===== src/rtl/mips_pkg.sv =====
// ============================================================================
// Module  : mips_pkg
// Brief   : Shared types and constants for the 5-stage MIPS hazard logic.
// Revision: 1.0 - initial release
// ============================================================================
`default_nettype none

package mips_pkg;

   typedef enum logic [0:0] {
      RUN     = 1'b0,
      MD_BUSY = 1'b1
   } hz_state_t;

   typedef logic [4:0] reg_idx_t;

   localparam reg_idx_t REG_ZERO = 5'd0;

   localparam logic [1:0] STATS_SEL_STALL   = 2'd0;
   localparam logic [1:0] STATS_SEL_FLUSH   = 2'd1;
   localparam logic [1:0] STATS_SEL_LOADUSE = 2'd2;

endpackage

`default_nettype wire


===== src/rtl/hazard_stats.sv =====
// ============================================================================
// Module  : hazard_stats
// Brief   : Wrapping 32-bit event counters for stalls, flushes and load-use
//           hazards, with a selectable read port.
// Revision: 1.0 - initial release
// ============================================================================
`default_nettype none

module hazard_stats
   import mips_pkg::*;
(
   input  logic        clock,
   input  logic        reset,
   input  logic        stall_evt,
   input  logic        flush_evt,
   input  logic        loaduse_evt,
   input  logic [1:0]  stats_sel,
   output logic [31:0] stats_data
);

   logic [31:0] r_stall_cycles;
   logic [31:0] r_flush_count;
   logic [31:0] r_loaduse_count;

   always_ff @(posedge clock or posedge reset) begin
      if (reset) begin
         r_stall_cycles  <= 32'd0;
         r_flush_count   <= 32'd0;
         r_loaduse_count <= 32'd0;
      end else begin
         if (stall_evt)   r_stall_cycles  <= r_stall_cycles + 32'd1;
         if (flush_evt)   r_flush_count   <= r_flush_count + 32'd1;
         if (loaduse_evt) r_loaduse_count <= r_loaduse_count + 32'd1;
      end
   end

   always_comb begin
      stats_data = 32'd0;
      case (stats_sel)
         STATS_SEL_STALL:   stats_data = r_stall_cycles;
         STATS_SEL_FLUSH:   stats_data = r_flush_count;
         STATS_SEL_LOADUSE: stats_data = r_loaduse_count;
         default:           stats_data = 32'd0;
      endcase
   end

endmodule

`default_nettype wire


===== src/rtl/hazard_unit.sv =====
// ============================================================================
// Module  : hazard_unit
// Brief   : ID-stage hazard detection: load-use, branch operands, mult/div
//           occupancy and taken-branch redirect. Optional HAZARD_STATS_EN
//           adds event counters and a stats read port.
// Revision: 1.0 - initial release
// ============================================================================
`default_nettype none

module hazard_unit
   import mips_pkg::*;
#(
   parameter int MULDIV_LAT = 4
) (
   input  logic        clock,
   input  logic        reset,
   input  reg_idx_t    ifid_rs,
   input  reg_idx_t    ifid_rt,
   input  logic        ifid_uses_rt,
   input  logic        ifid_branch,
   input  logic        idex_memread,
   input  logic        idex_regwrite,
   input  reg_idx_t    idex_wreg,
   input  logic        exmem_memread,
   input  reg_idx_t    exmem_wreg,
   input  logic        muldiv_start,
   input  logic        branch_taken,
`ifdef HAZARD_STATS_EN
   input  logic [1:0]  stats_sel,
   output logic [31:0] stats_data,
`endif
   output logic        stall_pc,
   output logic        stall_ifid,
   output logic        bubble_idex,
   output logic        stall_idex,
   output logic        bubble_exmem,
   output logic        flush_ifid,
   output logic        muldiv_busy
);

   localparam logic [3:0] c_cnt_load = 4'(MULDIV_LAT - 1);

   hz_state_t  r_state, w_state_nxt;
   logic [3:0] r_cnt,   w_cnt_nxt;

   logic w_m_ex;
   logic w_m_mem;
   logic w_load_use;
   logic w_br_stall;

   assign w_m_ex  = (idex_wreg != REG_ZERO) &&
                    ((idex_wreg == ifid_rs) || (ifid_uses_rt && (idex_wreg == ifid_rt)));
   assign w_m_mem = (exmem_wreg != REG_ZERO) &&
                    ((exmem_wreg == ifid_rs) || (ifid_uses_rt && (exmem_wreg == ifid_rt)));

   assign w_load_use = idex_memread && w_m_ex;
   // A load feeding a branch stalls twice: once via the ID/EX term, then via EX/MEM.
   assign w_br_stall = ifid_branch &&
                       ((idex_regwrite && w_m_ex) || (exmem_memread && w_m_mem));

   always_ff @(posedge clock or posedge reset) begin
      if (reset) begin
         r_state <= RUN;
         r_cnt   <= 4'd0;
      end else begin
         r_state <= w_state_nxt;
         r_cnt   <= w_cnt_nxt;
      end
   end

   always_comb begin
      w_state_nxt = r_state;
      w_cnt_nxt   = r_cnt;
      case (r_state)
         RUN: begin
            if (muldiv_start && !branch_taken) begin
               w_state_nxt = MD_BUSY;
               w_cnt_nxt   = c_cnt_load;
            end
         end
         MD_BUSY: begin
            if (r_cnt == 4'd1) begin
               w_state_nxt = RUN;
               w_cnt_nxt   = 4'd0;
            end else begin
               w_cnt_nxt   = r_cnt - 4'd1;
            end
         end
         default: begin
            w_state_nxt = RUN;
            w_cnt_nxt   = 4'd0;
         end
      endcase
   end

   always_comb begin
      stall_pc     = 1'b0;
      stall_ifid   = 1'b0;
      bubble_idex  = 1'b0;
      stall_idex   = 1'b0;
      bubble_exmem = 1'b0;
      flush_ifid   = 1'b0;
      muldiv_busy  = 1'b0;
      if (!reset) begin
         muldiv_busy = (r_state == MD_BUSY);
         if (branch_taken) begin
            flush_ifid = 1'b1;
         end else if (r_state == MD_BUSY) begin
            stall_pc     = 1'b1;
            stall_ifid   = 1'b1;
            stall_idex   = 1'b1;
            bubble_exmem = 1'b1;
         end else if (w_br_stall || w_load_use) begin
            stall_pc    = 1'b1;
            stall_ifid  = 1'b1;
            bubble_idex = 1'b1;
         end
      end
   end

   a_no_start_on_redirect : assert property (
      @(posedge clock) disable iff (reset) !(muldiv_start && branch_taken));

`ifdef HAZARD_STATS_EN
   logic w_loaduse_evt;
   assign w_loaduse_evt = w_load_use && bubble_idex;

   hazard_stats u_stats (
      .clock       (clock),
      .reset       (reset),
      .stall_evt   (stall_pc),
      .flush_evt   (flush_ifid),
      .loaduse_evt (w_loaduse_evt),
      .stats_sel   (stats_sel),
      .stats_data  (stats_data)
   );
`endif

endmodule

`default_nettype wire


===== config.mk =====
export PLATFORM = sky130hd
export DESIGN_NAME = hazard_unit
export DESIGN_NICKNAME = d
export VERILOG_FILES = /design/src/rtl/mips_pkg.sv /design/src/rtl/hazard_stats.sv /design/src/rtl/hazard_unit.sv
export SDC_FILE = /design/constraint.sdc
export NUM_CORES = 1
export LEC_CHECK = 0
export CAP_MARGIN = 20
export CORE_AREA = 5 5 42 44
export CTS_BUF_LIST = sky130_fd_sc_hd__clkbuf_16
export DETAILED_ROUTE_END_ITERATION = 16
export DIE_AREA = 0 0 47 49
export DONT_BUFFER_PORTS = 1
export PLACE_DENSITY = 0.56
export SYNTH_ARGS = -nofsm -noshare
export SYNTH_HDL_FRONTEND = slang
export SYNTH_SLANG_ARGS = --single-unit

===== constraint.sdc =====
create_clock -name clock -period 2.8 [get_ports clock]
set_input_delay 0.28 -clock clock [delete_from_list [all_inputs] [get_ports clock]]
set_output_delay 0.28 -clock clock [all_outputs]
set_load 0.02 [all_outputs]

=== Word level (Yosys, flattened, before mapping) ===
Index checks and enable logic that the tools add are counted.

* Bits in latches: 0
* Memory bits (writable): 0
* Bits of input ports: 29
* Memories kept: 0
* Memory bits (read-only): 0
* Bits in registers: 5

* Add/subtract/negate cells: 1
* $mul: 0
* Multiplexer cells: 19
* Reductions and logical operators: 16
* Magnitude comparators: 0
* Bitwise operators: 1
* Divide/modulo/power cells: 0
* Equal/unequal tests: 6
* Shift operators: 0

{| class="wikitable"
|+ Operator list
! operator !! count
|-
| $eq A5 B5 Y1 || 4
|-
| $mux W1 || 15
|-
| $reduce_bool A5 Y1 || 2
|-
| $logic_and A1 B1 Y1 || 9
|-
| $mux W4 || 2
|-
| $pmux W4 S2 || 1
|-
| $eq A4 B1 Y1 const B || 1
|-
| $logic_or A1 B1 Y1 || 4
|-
| $sub A4 B1 Y4 const B || 1
|-
| $ne A2 B2 Y1 const B || 1
|-
| $pmux W1 S2 || 1
|-
| $logic_not A1 Y1 || 1
|-
| $not A1 Y1 || 1
|}

=== Depth between registers and ports, before layout ===
* Depth in word-level cells: 12
* Depth in mapped cells: 7
* Depth with buffers taken out: 7

=== Worst setup path after synthesis ===
No wires, ideal clock.

* Path kind: input -> output
* From: input port exmem_wreg[1]
* To: output port stall_pc
* Buffers on the path: 1
* Stages on the path: 5
* Setup slack: 1049 ps
* Arrival: 1471 ps
* Cell sequence: or4_1 -> o2111ai_1 -> o22a_2 -> nand2b_1 -> buf_4

* Longest elaborated chain between the ends: 12

{| class="wikitable"
|+ Ends and longest elaborated chain
! what !! line !! RTL
|-
| start, declared || hazard_unit.sv:25 || <nowiki>input reg_idx_t exmem_wreg,</nowiki>
|-
| $eq A5 B5 Y1 || hazard_unit.sv:54 || <nowiki>((exmem_wreg == ifid_rs) || (ifid_uses_rt && (exmem_wreg == ifid_rt)));</nowiki>
|-
| $logic_and A1 B1 Y1 || hazard_unit.sv:54 ||
|-
| $logic_or A1 B1 Y1 || hazard_unit.sv:54 ||
|-
| $logic_and A1 B1 Y1 * || hazard_unit.sv:53 || <nowiki>assign w_m_mem = (exmem_wreg != REG_ZERO) &&</nowiki>
|-
| $logic_and A1 B1 Y1 * || hazard_unit.sv:59 || <nowiki>((idex_regwrite && w_m_ex) || (exmem_memread && w_m_mem));</nowiki>
|-
| $logic_or A1 B1 Y1 * || hazard_unit.sv:59 ||
|-
| $logic_and A1 B1 Y1 * || hazard_unit.sv:58 || <nowiki>assign w_br_stall = ifid_branch &&</nowiki>
|-
| $logic_or A1 B1 Y1 * || hazard_unit.sv:113 || <nowiki>end else if (w_br_stall || w_load_use) begin</nowiki>
|-
| $mux W1 * (4 in a row) || - ||
|-
| end, declared || hazard_unit.sv:32 || <nowiki>output logic stall_pc,</nowiki>
|}

Mark *: on every way between the ends. The rest lies on a longest branch, timed or not.

=== Worst setup path in the final report ===
* From: register r_state
* To: output port stall_pc

* Longest elaborated chain between the ends: 3

{| class="wikitable"
|+ Ends and longest elaborated chain
! what !! line !! RTL
|-
| start, declared || hazard_unit.sv:43 || <nowiki>hz_state_t r_state, w_state_nxt;</nowiki>
|-
| start signal, assigned || hazard_unit.sv:66 || <nowiki>r_state <= w_state_nxt;</nowiki>
|-
| $mux W1 (3 in a row) || - ||
|}

No other way between the ends.

==> results.yml <==
outcome:
  status: "finished, final reports clean"
power:
  vdd_drop_max_uv: 201
  p_leak_nw: 0.291
  power-per-cell-area_mw_per_mm2: 808
timing:
  slew_headroom: 0.667
  tns_ns: 0
  period_share: 0.667
  rsz0062_at_grt: "no"
  finalSetupViolations: 0
  max_freq_mhz: 535
  finClkSkew_ns: 0.00197
  worstMarginPinSlew_ns: 0.495
  setup_ws_ns: 0.932
  hold_viol_final: 0
  maxSlewViolCount: 0
  post-route-min-period_ns: 1.87
floorplan:
  die_h_microns: 49
  die-area_sq_mm: 0.00230
  io_pins: 36
  initial_core_util: 0.414
  die_w_microns: 47
  core.rowCount: 14
  core_sq_mm: 0.00140
detailed_routing:
  ant_nets: 0
  drc_errors: 0
  routed_wl_microns: 1400
  wl_per_cell_microns: 15.4
  drtIter0Drc: 5
  firstDrtPassIters: 2
  viasPerCell: 5.64
  vias: 513
global_routing:
  grt_util_met2: 0.247
  antenna_found_initial: 0
  met3_usage: 0.0369
  grt.total_usage: 0.135
  grt_pass1_wl_microns: 2290
  grt_overflow_total: 0
  grt_max_degree: 11
  grt_pass1_vias: 583
  gr-usage-met1: 0.125
  busiest_layer: "met2"
setup_path:
  cp.required_ns: 2.52
  cp_slowest_stage_delay_ns: 0.49
  cp_cell_sequence: "and2_1 > nand2b_1"
  cp.arrival_ns: 1.59
  cp_max_fo: 10
  end_kind: "output port"
  crit_type: "reg2out"
  critPathSlowestCell: "dfrtp_1"
  start_kind: "flip-flop"
final_layout:
  drive_gt1_frac: 0.0667
  fin_cells: 91
  fin_nets: 107
  diodes: 0
  area_growth_pct: 15.5
placed_design:
  hpwl_microns: 1130
  placed_cells: 86
  numPortBuffers: 0
  gp_congestion: 0.750
  place_ws_ns: 1.06
clock_network:
  clockBufferDepth: 2
  clockRootBuffer: "clkbuf_16"
  cts_sinks: 5
  cts_max_level: 1
  cts_setup_buffers: 0
  numCtsBuffers: 3
  cts.reportedPaths.clkPinSlew_ns: 0.03
  clock_latency_ns: 0.23
  cts_tree: "built"
yosys:
  yosysTopAreaCell: "xor2_1"
  synthTopCellsByArea: "xor2_1 (27%), dfrtp_1 (22%), ha_1 (4.3%)"
  syn_nets: 104
  synthArstFlopShare: 1.00
  netlist_top_cells_count: "xor2_1 (18), nor2_1 (6), dfrtp_1 (5)"
  synth_cell_type_count: 25
  syn_area_sq_um: 581
  synth_top_cell_area_share: 0.272
  synthCells: 73
  synth_flop_cell: "dfrtp_1"
  synth_warnings: 0
  seq_area_frac_synth: 0.216
  ys_ff_latch: 5
  synth-edff-count: 0
  syn_avg_cell_area_sq_um: 7.95
  synth_most_common_cell: "xor2_1"
flow_run:
  maxCapViolCount: 0
worst_hold_path:
  min_path_type: "in2reg"
## cell usage in the layout, fill, tap and decap left out, drive strengths merged
cell type / Yosys / routed
a21oi: 3 / 3
a22oi: 1 / 1
a31oi: 1 / 1
a32oi: 2 / 2
and2: 1 / 1
clkbuf: 1 / 3
dfrtp: 5 / 5
dlygate4sd3: 0 / 1
ha: 2 / 2
inv: 5 / 6
nand2: 3 / 3
nand2b: 4 / 4
nor2: 6 / 6
nor2b: 1 / 1
nor3: 4 / 4
nor4: 2 / 2
o2111ai: 1 / 1
o21ai: 4 / 4
o22a: 1 / 1
o31ai: 1 / 1
or3: 1 / 1
or4: 2 / 2
xnor2: 2 / 2
xor2: 18 / 18
## report_power, final
part           switching [W]  total (W)  internal, W
logic              0.0000961   0.000165    0.0000693
registers          0.0000396   0.000144     0.000104
clock network      0.0000475   0.000233     0.000185
total               0.000183   0.000542     0.000359
## layout make-up
type,count,area (sq um)
Fill cell,159,731
Sequential cell,5,125
Multi-Input combinational cell,60,418
Tap cell,16,20.0
Clock buffer,3,75.1
Clock inverter,1,3.75
Inverter,5,18.8
Timing Repair Buffer,1,10.0
## metrics by stage
step	cell area [sq um]	utilization	power [W]	hold WS, ns
2_1_floorplan	581	-	0.000282	0.0585
3_3_place_gp	582	0.415	0.000303	0.0891
3_5_place_dp	582	0.415	0.000305	0.0886
4_1_cts	671	0.479	0.000543	0.240
5_1_grt	671	0.479	0.000574	0.258
6_report	671	0.479	0.000542	0.235
## sequential cells by signal (all words and copies together) (netlist names)
| signal | flops |
|---|---|
| r_cnt | 4 |
| r_state | 1 |
## critical path: cells and delay by family, from the launching register on
| kind | cells | cell delay, ns |
|---|---|---|
| AND/OR/NAND/NOR | 2 | 0.87 |
| flip-flops | 1 | 0.49 |
## kinds of logic (layout without fill, tap and decap cells)
kind of cell | count (synthesis) | count (layout) | share of synthesized area
AND/OR/NAND/NOR | 24 | 24 | 0.216
XOR/XNOR | 20 | 20 | 0.302
AO/OA/AOI/OAI | 14 | 14 | 0.160
buffers and inverters | 8 | 10 | 0.0646
flip-flops | 5 | 5 | 0.216
adder cells (fa/ha/maj) | 2 | 2 | 0.0431
## final timing paths
path / startpoint / to / slack (ns) / depth (start not counted)
max: r_state / stall_pc / 0.93 / 2
min: muldiv_start / r_state / 0.23 / 2
max reg2reg: r_cnt[1] / r_cnt[3] / 1.26 / 7
min reg2reg: r_cnt[0] / r_cnt[0] / 0.52 / 1
max in group asynchronous: reset / r_cnt[2] / 2.22 / 2
min in group asynchronous: reset / r_cnt[1] / 0.40 / 2
## repair_timing
| action | CTS | global route |
|---|---|---|
| endpoints found under the hold margin | 5 | 0 |
| resized for setup | 0 | 0 |
| hold buffers | 1 | 0 |
| endpoints found under the setup margin | 0 | 0 |
## metal layers
layer / up-vias / share of wire
met2: 21 / 0.56
met4: 0 / 0.023
met3: 4 / 0.086
met1: 234 / 0.33
met5: - / 0
li1: 254 / -
Note: power is estimated with default switching activity, not from simulation.
